[src/rtl/button_debouncer.sv]
// Multi-channel two-flop synchronizer and counter-based debouncer with
// registered one-cycle rise/fall pulses per channel.
module button_debouncer #(
  parameter int WIDTH         = 2,
  parameter int STABLE_CYCLES = 50000,
  parameter int INVERT        = 0
) (
  input  logic             clk,
  input  logic             rst,
  input  logic [WIDTH-1:0] btn_raw,
  output logic [WIDTH-1:0] btn_db,
  output logic [WIDTH-1:0] rise,
  output logic [WIDTH-1:0] fall
);

  localparam int              CNT_W    = (STABLE_CYCLES > 1) ? $clog2(STABLE_CYCLES) : 1;
  localparam logic [CNT_W-1:0] CNT_MAX = CNT_W'(STABLE_CYCLES - 1);
  localparam logic [CNT_W-1:0] CNT_ONE = CNT_W'(1);
  localparam logic [WIDTH-1:0] INV_MASK = (INVERT != 0) ? {WIDTH{1'b1}} : {WIDTH{1'b0}};

  logic [WIDTH-1:0] r_sync1;
  logic [WIDTH-1:0] r_sync2;
  logic [WIDTH-1:0] r_db;
  logic [WIDTH-1:0] r_rise;
  logic [WIDTH-1:0] r_fall;
  logic [CNT_W-1:0] r_cnt [WIDTH];
  logic [WIDTH-1:0] w_level;

  // Synchronizers reset to INVERT so the polarity-corrected level reads idle.
  assign w_level = r_sync2 ^ INV_MASK;

  always_ff @(posedge clk) begin
    if (rst) begin
      r_sync1 <= INV_MASK;
      r_sync2 <= INV_MASK;
      r_db    <= '0;
      r_rise  <= '0;
      r_fall  <= '0;
      for (int i = 0; i < WIDTH; i++) begin
        r_cnt[i] <= '0;
      end
    end else begin
      r_sync1 <= btn_raw;
      r_sync2 <= r_sync1;
      for (int i = 0; i < WIDTH; i++) begin
        r_rise[i] <= 1'b0;
        r_fall[i] <= 1'b0;
        // One cycle of agreement discards the qualification count.
        if (w_level[i] == r_db[i]) begin
          r_cnt[i] <= '0;
        end else if (r_cnt[i] == CNT_MAX) begin
          r_db[i]   <= w_level[i];
          r_cnt[i]  <= '0;
          r_rise[i] <= w_level[i];
          r_fall[i] <= ~w_level[i];
        end else begin
          r_cnt[i] <= r_cnt[i] + CNT_ONE;
        end
      end
    end
  end

  assign btn_db = r_db;
  assign rise   = r_rise;
  assign fall   = r_fall;

endmodule
[config.mk]
export PLATFORM = sky130hd
export DESIGN_NAME = button_debouncer
export DESIGN_NICKNAME = d
export VERILOG_FILES = /design/src/rtl/button_debouncer.sv
export SDC_FILE = /design/constraint.sdc
export NUM_CORES = 1
export LEC_CHECK = 0
export ABC_AREA = 1
export ABC_CLOCK_PERIOD_IN_PS = 2500
export CAP_MARGIN = 10
export CORE_ASPECT_RATIO = 0.8
export CORE_MARGIN = 2
export CORE_UTILIZATION = 30
export DETAILED_ROUTE_END_ITERATION = 6
export SYNTH_ARGS = -nofsm -noshare
export SYNTH_HDL_FRONTEND = slang
export SYNTH_SLANG_ARGS = --single-unit
[constraint.sdc]
create_clock -name clk -period 2.5 [get_ports clk]
set_input_delay 0.25 -clock clk [delete_from_list [all_inputs] [get_ports clk]]
set_output_delay 0.25 -clock clk [all_outputs]
set_load 0.005 [all_outputs]
==> results of run 1 <==
==> cells by family (layout without fill, tap and decap cells) <==
kind of cell	count (synthesis)	after routing	synth area share, %
flip-flops	42	42	49.02
other	1	32	0.1583
AND/OR/NAND/NOR	174	174	33.65
XOR/XNOR	12	12	4.437
buffers and inverters	40	55	7.343
AO/OA/AOI/OAI	19	19	4.332
adder cells (fa/ha/maj)	2	2	1.056
==> sequential cells by signal, summed over array words and instances, names as in the netlist <==
name / flops
r_cnt: 32
r_sync2: 2
rise: 2
r_sync1: 2
btn_db: 2
fall: 2
==> per-layer routing <==
layer	part of all wire (%)	GRT usage, %
met1	56	16.37
met2	39	14.60
met3	4.2	3.769
met4	0.59	2.153
met5	0	0
==> per-stage QoR <==
step                      hold WS, ns  cell area (um^2)  util, %  setup WS [ns]  cells
final                          0.4115              2769    36.76         0.8352    441
after global routing           0.4405              2769    36.76         0.6715    441
after CTS                      0.4158              2769    36.76         0.8143    441
after detailed placement       0.4031              2675    35.52         0.7896    433
after global placement         0.3981              2675    35.52         0.8664    433
after floorplan                0.3212              2485        -         0.9829    321
==> final cells by class <==
class                           count  area (um^2)  area share [%]
Inverter                           38        142.6           5.151
Tap cell                          105        131.4           4.745
Sequential cell                    42         1161           41.93
Timing Repair Buffer                9        90.09           3.253
Clock buffer                        6        82.58           2.982
Multi-Input combinational cell    239         1150           41.53
Clock inverter                      2        11.26          0.4067
==> path summary, 6_finish.rpt <==
kind                            depth (start not counted)                         to  slack, ns
worst max-delay path                                    6  r_cnt[1][9]$_SDFFCE_PN0P_       0.84
worst min register to register                          2      r_sync2[1]$_SDFF_PP0_       0.41
worst max register to register                          6  r_cnt[1][9]$_SDFFCE_PN0P_       0.84
worst min-delay path                                    2      r_sync2[1]$_SDFF_PP0_       0.41
==> critical path, cell delays in order (launching register included) <==
cell and delay, ns:
edfxtp_1 0.43, ha_1 0.27, nand3_2 0.16, nor2_4 0.14
nand3_2 0.11, nand2_4 0.22, a21oi_1 0.07
==> layout by cell type, fill, tap and decap left out, types with 4 or more instances in the layout <==
cell             synthesis  layout
nand2_1                 60      60
nor2_1                  57      57
inv_1                   37      37
edfxtp_1                32      32
conb_1                   1      32
nand3_1                 22      22
a21oi_1                 14      14
nor2_2                  11      11
dfxtp_1                 10      10
nand4_1                  9       9
clkdlybuf4s50_1          0       9
xor2_1                   8       8
clkbuf_8                 0       6
xnor2_1                  4       4
==> power breakdown <==
| group | internal [uW] | leakage [uW] | switching, uW | total (uW) |
|---|---|---|---|---|
| clock | 223 | 0.0000515 | 233 | 456 |
| combinational | 25.8 | 0.000590 | 48.0 | 73.8 |
| sequential | 775 | 0.000412 | 27.4 | 802 |
| total | 1020 | 0.00105 | 309 | 1330 |
==> metrics, run 1 <==
final worst path period need 1.665 ns; Post-CTS Repair Setup Buffers 0; Area contributors post-synth edfxtp_1 41%, nand2_1 9.5%, nor2_1 9.0%; Synth Register Bits 42; Hold/Removal Path Class reg2reg; first-pass GRT wire length 7.355 mm; Setup Total Neg Slack 0 ns; Arr. time, crit path 1.69 ns; fraction of registers with async set/reset 0%; DRT iter0 DRCs 82; I/O pin cnt 10; cts bufs inserted 5; Port Buffer Count 9; startpoint types register; leakage 0.001054 uW; reg2reg start r_cnt[1][0]$_SDFFCE_PN0P_; H-tree levels 2; Hold Crit Start r_sync1[1]$_SDFF_PP0_; P&R area growth vs syn 16.90%; All-Layer GR Usage 10.77%; commonest cells in the netlist 60 x nand2_1, 57 x nor2_1, 37 x inv_1, 32 x edfxtp_1, 22 x nand3_1; Routed WL per cell 9.635 um; Tcrit/Tclk final 66.59%; die area 8626 um^2; Post-Syn Area per Cell 8.167 um^2; DRC viols 0; critical path capture point type register; Rows 28; Worst Path Max Fanout 16; Max-cap violations 0; total wire length 4.249 mm; Total Power 1332 uW; cts hold-fix bufs 0; Initial Utilization 31.45%; clk_skew 0.01090 ns; clock slew at reported path FFs 0.08 ns; CP Class reg2reg; Pre-antenna DRT Iters 4; die height 83.48 um; Filler cells 779; Crit. Startpoint r_cnt[1][0]$_SDFFCE_PN0P_; Synth cell types 24; Post-DRT Antenna Nets 0; post-synth top area share 40.57%; register area share after synthesis 49.02%; hpwl dp 3.309 mm; Pwr Density 481.2 nW/um^2; Req. time, crit path 2.53 ns; synth warn 0; Root Buffer clkbuf_8; Post-Syn Area 2369 um^2; maximum clock rate 600.7 MHz; Synth area leader edfxtp_1; vias in the first global route 1682; nets 341; RD Place Congestion 0.8525; Max Slew Vio Count 0; ant diodes 0; unrepaired setup endpoints after global routing no; Die X 103.3 um; status completed; cts repair resizes 0; clock sink count 42; area of the core 7532 um^2; vias per cell 4.193; EDFF count, synth 32; Hold Vio Cnt, Final 0; layout cells sized above 1 10.42%; most common cell in the synthesized netlist nand2_1; GRT overflow 0; via count 1849; Max VDD drop 0.2754 mV; deepest clock path buffer count 2; largest net degree at the start of global routing 17; antenna violations before repair 0; final setup vio count 0; worst skew pair latency 0.29 ns; Synth Flop Type edfxtp_1; TritonCTS clock tree done; post-synthesis instance total 290
(Power assumes the default switching activity.)
==> run 2: changes to the inputs <==
ABC_CLOCK_PERIOD_IN_PS = 1400   (was 2500)
clock period = 1.4 ns   (was 2.5 ns; I/O delays follow)
==> run 2 against run 1 <==
  * The flow now finishes with violations (negative setup slack)
  * Highest routed layer unchanged
  * Largest power group unchanged
  * Die area unchanged
  * Design area increased by 28%
  * Clock skew is 0.0035 ns lower
  * Power rose by 91%
==> metrics, run 2 (synthesis gave the netlist of run 1 again) <==
status finished, violations left; failing checks negative setup slack; CP Cell Sequence ha_4 -> nand3_4 -> nor2_4 -> nand3_4 -> nand2_8 -> a21oi_2; startpoint types register; cell family with most CP delay simple AND/OR/NAND/NOR gates; P&R area growth vs syn 49.23%; clock slew at reported path FFs 0.09 ns; Max VDD drop 0.3590 mV; hpwl dp 3.747 mm; CP max-delay cell edfxtp_1; Post-DRT Antenna Nets 0; most common cell after layout, fill and taps aside nand2_1; Pre-antenna DRT Iters 4; max reg flops 32; total wire length 5.478 mm; leakage 0.001375 uW; Pint 1900 uW; power share of the clock group 33.5%; final worst path period need 1.422 ns; H-tree levels 2; via count 2100; area of the multi-input gates 1500 um^2; nets 397; TritonCTS clock tree done; Largest Register r_cnt; largest net degree at the start of global routing 14; cts hold-fix bufs 0; critical path capture point type register; Root Buffer clkbuf_8; clock sink count 42; layout cells sized above 1 36.73%; DRT iter0 DRCs 56; Initial Utilization 31.45%; RD Place Congestion 0.8542; Logic pwr share 10.6%; clk_skew 0.007369 ns; final hold slack 0.3505 ns; worst skew pair latency 0.30 ns; Req. time, crit path 1.47 ns; Hold Vio Cnt, Final 0; Worst Path Max Fanout 8; All-Layer GR Usage 13.27%; Arr. time, crit path 1.49 ns; first-pass GRT wire length 9.128 mm; vias in the first global route 2092; register area 1162 um^2; area of the core 7532 um^2; Finished Layout Cells 497; maximum clock rate 703.5 MHz; DRC viols 0; die height 83.48 um; Die X 103.3 um; setup slack after layout -0.02155 ns; I/O pin cnt 10; cts bufs inserted 5; Sw Pwr 642.4 uW; antenna violations before repair 0; unrepaired setup endpoints after global routing yes; Pwr Density 719.3 nW/um^2; cell repeated most along the worst path nand3_4; Sw Share 25.27%; Port Buffer Count 9; slowest cell delay on critical path 0.41 ns; CP Class reg2reg; Tcrit/Tclk final 101.5%; most frequent cells in the layout 54 x nand2_1, 53 x buf_4, 39 x nor2_1, 33 x inv_1; Levels on crit path 6; final setup vio count 21; Max-cap violations 0; GRT overflow 0; Seq pwr share 55.9%; Filler cells 745; Max Slew Vio Count 0; Routed WL per cell 11.02 um; Crit path buffers/inverters 0; Setup Total Neg Slack -0.2601 ns; Worst Reg2Reg Path Length in Cells 6; Worst Hold Depth 3; vias per cell 4.225; Placed Instances 474; Hold/Removal Path Class in2reg; ant diodes 0; Rows 28; die area 8626 um^2; deepest clock path buffer count 2
run 2: cell count changes in the layout (fill, tap and decap cells not counted), sizes merged:
cell / delta
nand2: +2
clkdlybuf4s50: -2
buf: +54
dlymetal6s2s: +2
run 2: timing repair:
| item | in CTS | in global routing |
|---|---|---|
| endpoints found under the setup margin | 32 | 37 |
| buffers inserted | 8 | 5 |
| gates cloned | 2 | 0 |
| gates resized for setup | 19 | 56 |
| pin swaps | 9 | 15 |
run 2: per-layer routing:
| layer | share of wire (%) | vias up | track usage (%) |
|---|---|---|---|
| met2 | 50 | 22 | 21.94 |
| met4 | 0.84 | 0 | 3.828 |
| li1 | - | 1100 | - |
| met5 | 0 | - | 0 |
| met3 | 2.4 | 7 | 2.931 |
| met1 | 46 | 971 | 17.22 |
run 2: final timing paths:
check | from | to | slack [ns]
hold reg to reg | r_sync1[1]$_SDFF_PP0_ | r_sync2[1]$_SDFF_PP0_ | 0.41
setup / recovery | r_cnt[1][1]$_SDFFCE_PN0P_ | r_cnt[1][14]$_SDFFCE_PN0P_ | -0.02
hold / removal | btn_raw[1] | r_sync1[1]$_SDFF_PP0_ | 0.35
setup reg to reg | r_cnt[1][1]$_SDFFCE_PN0P_ | r_cnt[1][14]$_SDFFCE_PN0P_ | -0.02
run 2: final cells by class:
| class | count | share of cell area [%] |
|---|---|---|
| Timing Repair Buffer | 63 | 14.27 |
| Clock buffer | 6 | 2.336 |
| Tap cell | 105 | 3.717 |
| Multi-Input combinational cell | 241 | 42.44 |
| Sequential cell | 42 | 32.88 |
| Clock inverter | 2 | 0.3186 |
| Inverter | 38 | 4.035 |
run 2: per-stage QoR:
stage	setup WS [ns]	util, %	power [uW]	instance area, um^2
floorplan	-0.04905	-	1561	2525
global placement	-0.06935	40.13	1645	3023
detailed placement	-0.09612	40.13	1651	3023
CTS	-0.04002	43.84	2518	3302
global route	-0.09439	46.93	2653	3535
finish	-0.02155	46.93	2542	3535
run 2: worst reg2reg max path, delay by kind of cell (launching register included):
kind	cells	cell delay, ns
and+or+nand+nor	4	0.55
DFF	1	0.41
adders and majority gates	1	0.18
AOI/OAI and AO/OA	1	0.04
run 2: power groups by stage:
stage	Clock [uW]	Sequential, uW	Combinational, uW
6_report	853	1420	269
5_1_grt	925	1430	300
4_1_cts	867	1420	232
3_5_place_dp	0	1450	202
3_3_place_gp	0	1450	199
2_1_floorplan	0	1450	111
==> run 3: changes to the inputs <==
RECOVER_POWER = 50   (was not set)
==> run 3 against run 2 <==
  * Critical path depth unchanged
  * The flow still finishes with violations (negative setup slack)
  * Flip-flop and latch count unchanged
  * Critical path type unchanged
  * Register-to-register slack about the same
  * Final cell count unchanged
  * Design area down 0.21%
  * Non-clock buffer count unchanged
  * Worst setup slack about the same
  * Count of clock-buffer cells in the layout unchanged
  * Sequential power about the same
==> metrics, run 3 (synthesis gave the netlist of run 1 again) <==
Pwr Density 720.5 nW/um^2; deepest clock path buffer count 2; vias in the first global route 2092; Setup Total Neg Slack -0.2602 ns; All-Layer GR Usage 13.27%; CP Class reg2reg; Hold Vio Cnt, Final 0; clock slew at reported path FFs 0.09 ns; Root Buffer clkbuf_8; H-tree levels 2; Req. time, crit path 1.47 ns; final hold slack 0.3506 ns; final setup vio count 21; most frequent cells in the layout 54 x nand2_1, 52 x buf_4, 39 x nor2_1, 33 x inv_1; setup slack after layout -0.02156 ns; Worst Hold Depth 3; Rows 28; leakage 0.001355 uW; total wire length 5.476 mm; via count 2100; worst skew pair latency 0.30 ns; final worst path period need 1.422 ns; largest net degree at the start of global routing 14; Max-cap violations 0; Post-DRT Antenna Nets 0; worst hold path endpoint r_sync1[1]$_SDFF_PP0_; unrepaired setup endpoints after global routing yes; Port Buffer Count 9; first-pass GRT wire length 9.128 mm; RD Place Congestion 0.8542; die height 83.48 um; FF-to-FF End r_cnt[1][14]$_SDFFCE_PN0P_; DRT iter0 DRCs 56; cts hold-fix bufs 0; Initial Utilization 31.45%; Hold Crit Start btn_raw[1]; Placed Instances 474; GRT overflow 0; DRC viols 0; area of the core 7532 um^2; final core utilization 46.83%; Worst Reg2Reg Path Length in Cells 6; clk_skew 0.007369 ns; Tcrit/Tclk final 101.5%; Hold/Removal Path Class in2reg; maximum clock rate 703.5 MHz; most common cell after layout, fill and taps aside nand2_1; Pre-antenna DRT Iters 4; Max Slew Vio Count 0; startpoint types register; vias per cell 4.225; Largest Register r_cnt; TritonCTS clock tree done; Arr. time, crit path 1.49 ns; Max VDD drop 0.3590 mV; P&R area growth vs syn 48.92%; hpwl dp 3.747 mm; critical path capture point type register; Total Power 2541 uW; cts bufs inserted 5; Finished Layout Cells 497; max reg flops 32; failing checks negative setup slack; Die X 103.3 um; layout cells sized above 1 36.22%; ant diodes 0; nets 397; reg2reg start r_cnt[1][1]$_SDFFCE_PN0P_; antenna violations before repair 0; flop2flop setup slack -0.02 ns; clock sink count 42; die area 8626 um^2; status finished, violations left; I/O pin cnt 10; Worst Path Max Fanout 8; Routed WL per cell 11.02 um
==> run 3: report_power, final <==
| part | switching [uW] | internal, uW | total [uW] |
|---|---|---|---|
| combinational | 150 | 117 | 267 |
| sequential | 38.4 | 1380 | 1420 |
| clock | 454 | 399 | 853 |
==> run 3: critical path: stages (launching register included) <==
cell      delay (ns)
edfxtp_1        0.41
ha_4            0.18
nand3_4         0.10
nor2_4          0.14
nand3_4         0.15
nand2_8         0.16
a21oi_2         0.04
==> run 3: how the worst max path moves through the flow <==
stage,from,to,slack (ns),cells after the start
floorplan,r_cnt[1][0]$_SDFFCE_PN0P_,r_cnt[1][10]$_SDFFCE_PN0P_,-0.05,7
global placement,r_cnt[1][2]$_SDFFCE_PN0P_,r_cnt[1][13]$_SDFFCE_PN0P_,-0.07,5
detailed placement,r_cnt[1][2]$_SDFFCE_PN0P_,r_cnt[1][13]$_SDFFCE_PN0P_,-0.1,5
CTS,r_cnt[1][1]$_SDFFCE_PN0P_,r_cnt[1][8]$_SDFFCE_PN0P_,-0.04,6
global route,r_cnt[0][13]$_SDFFCE_PN0P_,r_cnt[0][12]$_SDFFCE_PN0P_,-0.09,6
finish,r_cnt[1][1]$_SDFFCE_PN0P_,r_cnt[1][14]$_SDFFCE_PN0P_,-0.02,6
==> run 3: timing repair <==
item | CTS | global route
pin swaps | 9 | 15
gates cloned | 2 | 0
resized for setup | 19 | 56
setup endpoints to repair | 32 | 37
setup buffers | 8 | 5
==> run 3: per-stage QoR <==
stage                     area, um^2  setup WS, ns
after detailed placement        3023      -0.09612
after floorplan                 2525      -0.04905
after global routing            3527      -0.09439
after global placement          3023      -0.06935
final                           3527      -0.02156
after CTS                       3302      -0.04002
==> run 3: layout make-up <==
| cell class | count | area (um^2) |
|---|---|---|
| Clock inverter | 2 | 11.26 |
| Multi-Input combinational cell | 241 | 1500 |
| Sequential cell | 42 | 1161 |
| Fill cell | 745 | 4005 |
| Clock buffer | 6 | 82.58 |
| Tap cell | 105 | 131.4 |
| Timing Repair Buffer | 63 | 498.0 |
| Inverter | 38 | 142.6 |
==> run 3: routing by layer <==
layer	GRT usage, %	wire (um)	vias up
li1	-	-	1100
met1	17.22	2529	971
met2	21.94	2764	22
met3	2.931	136	7
met4	3.828	46	0
met5	0	0	-
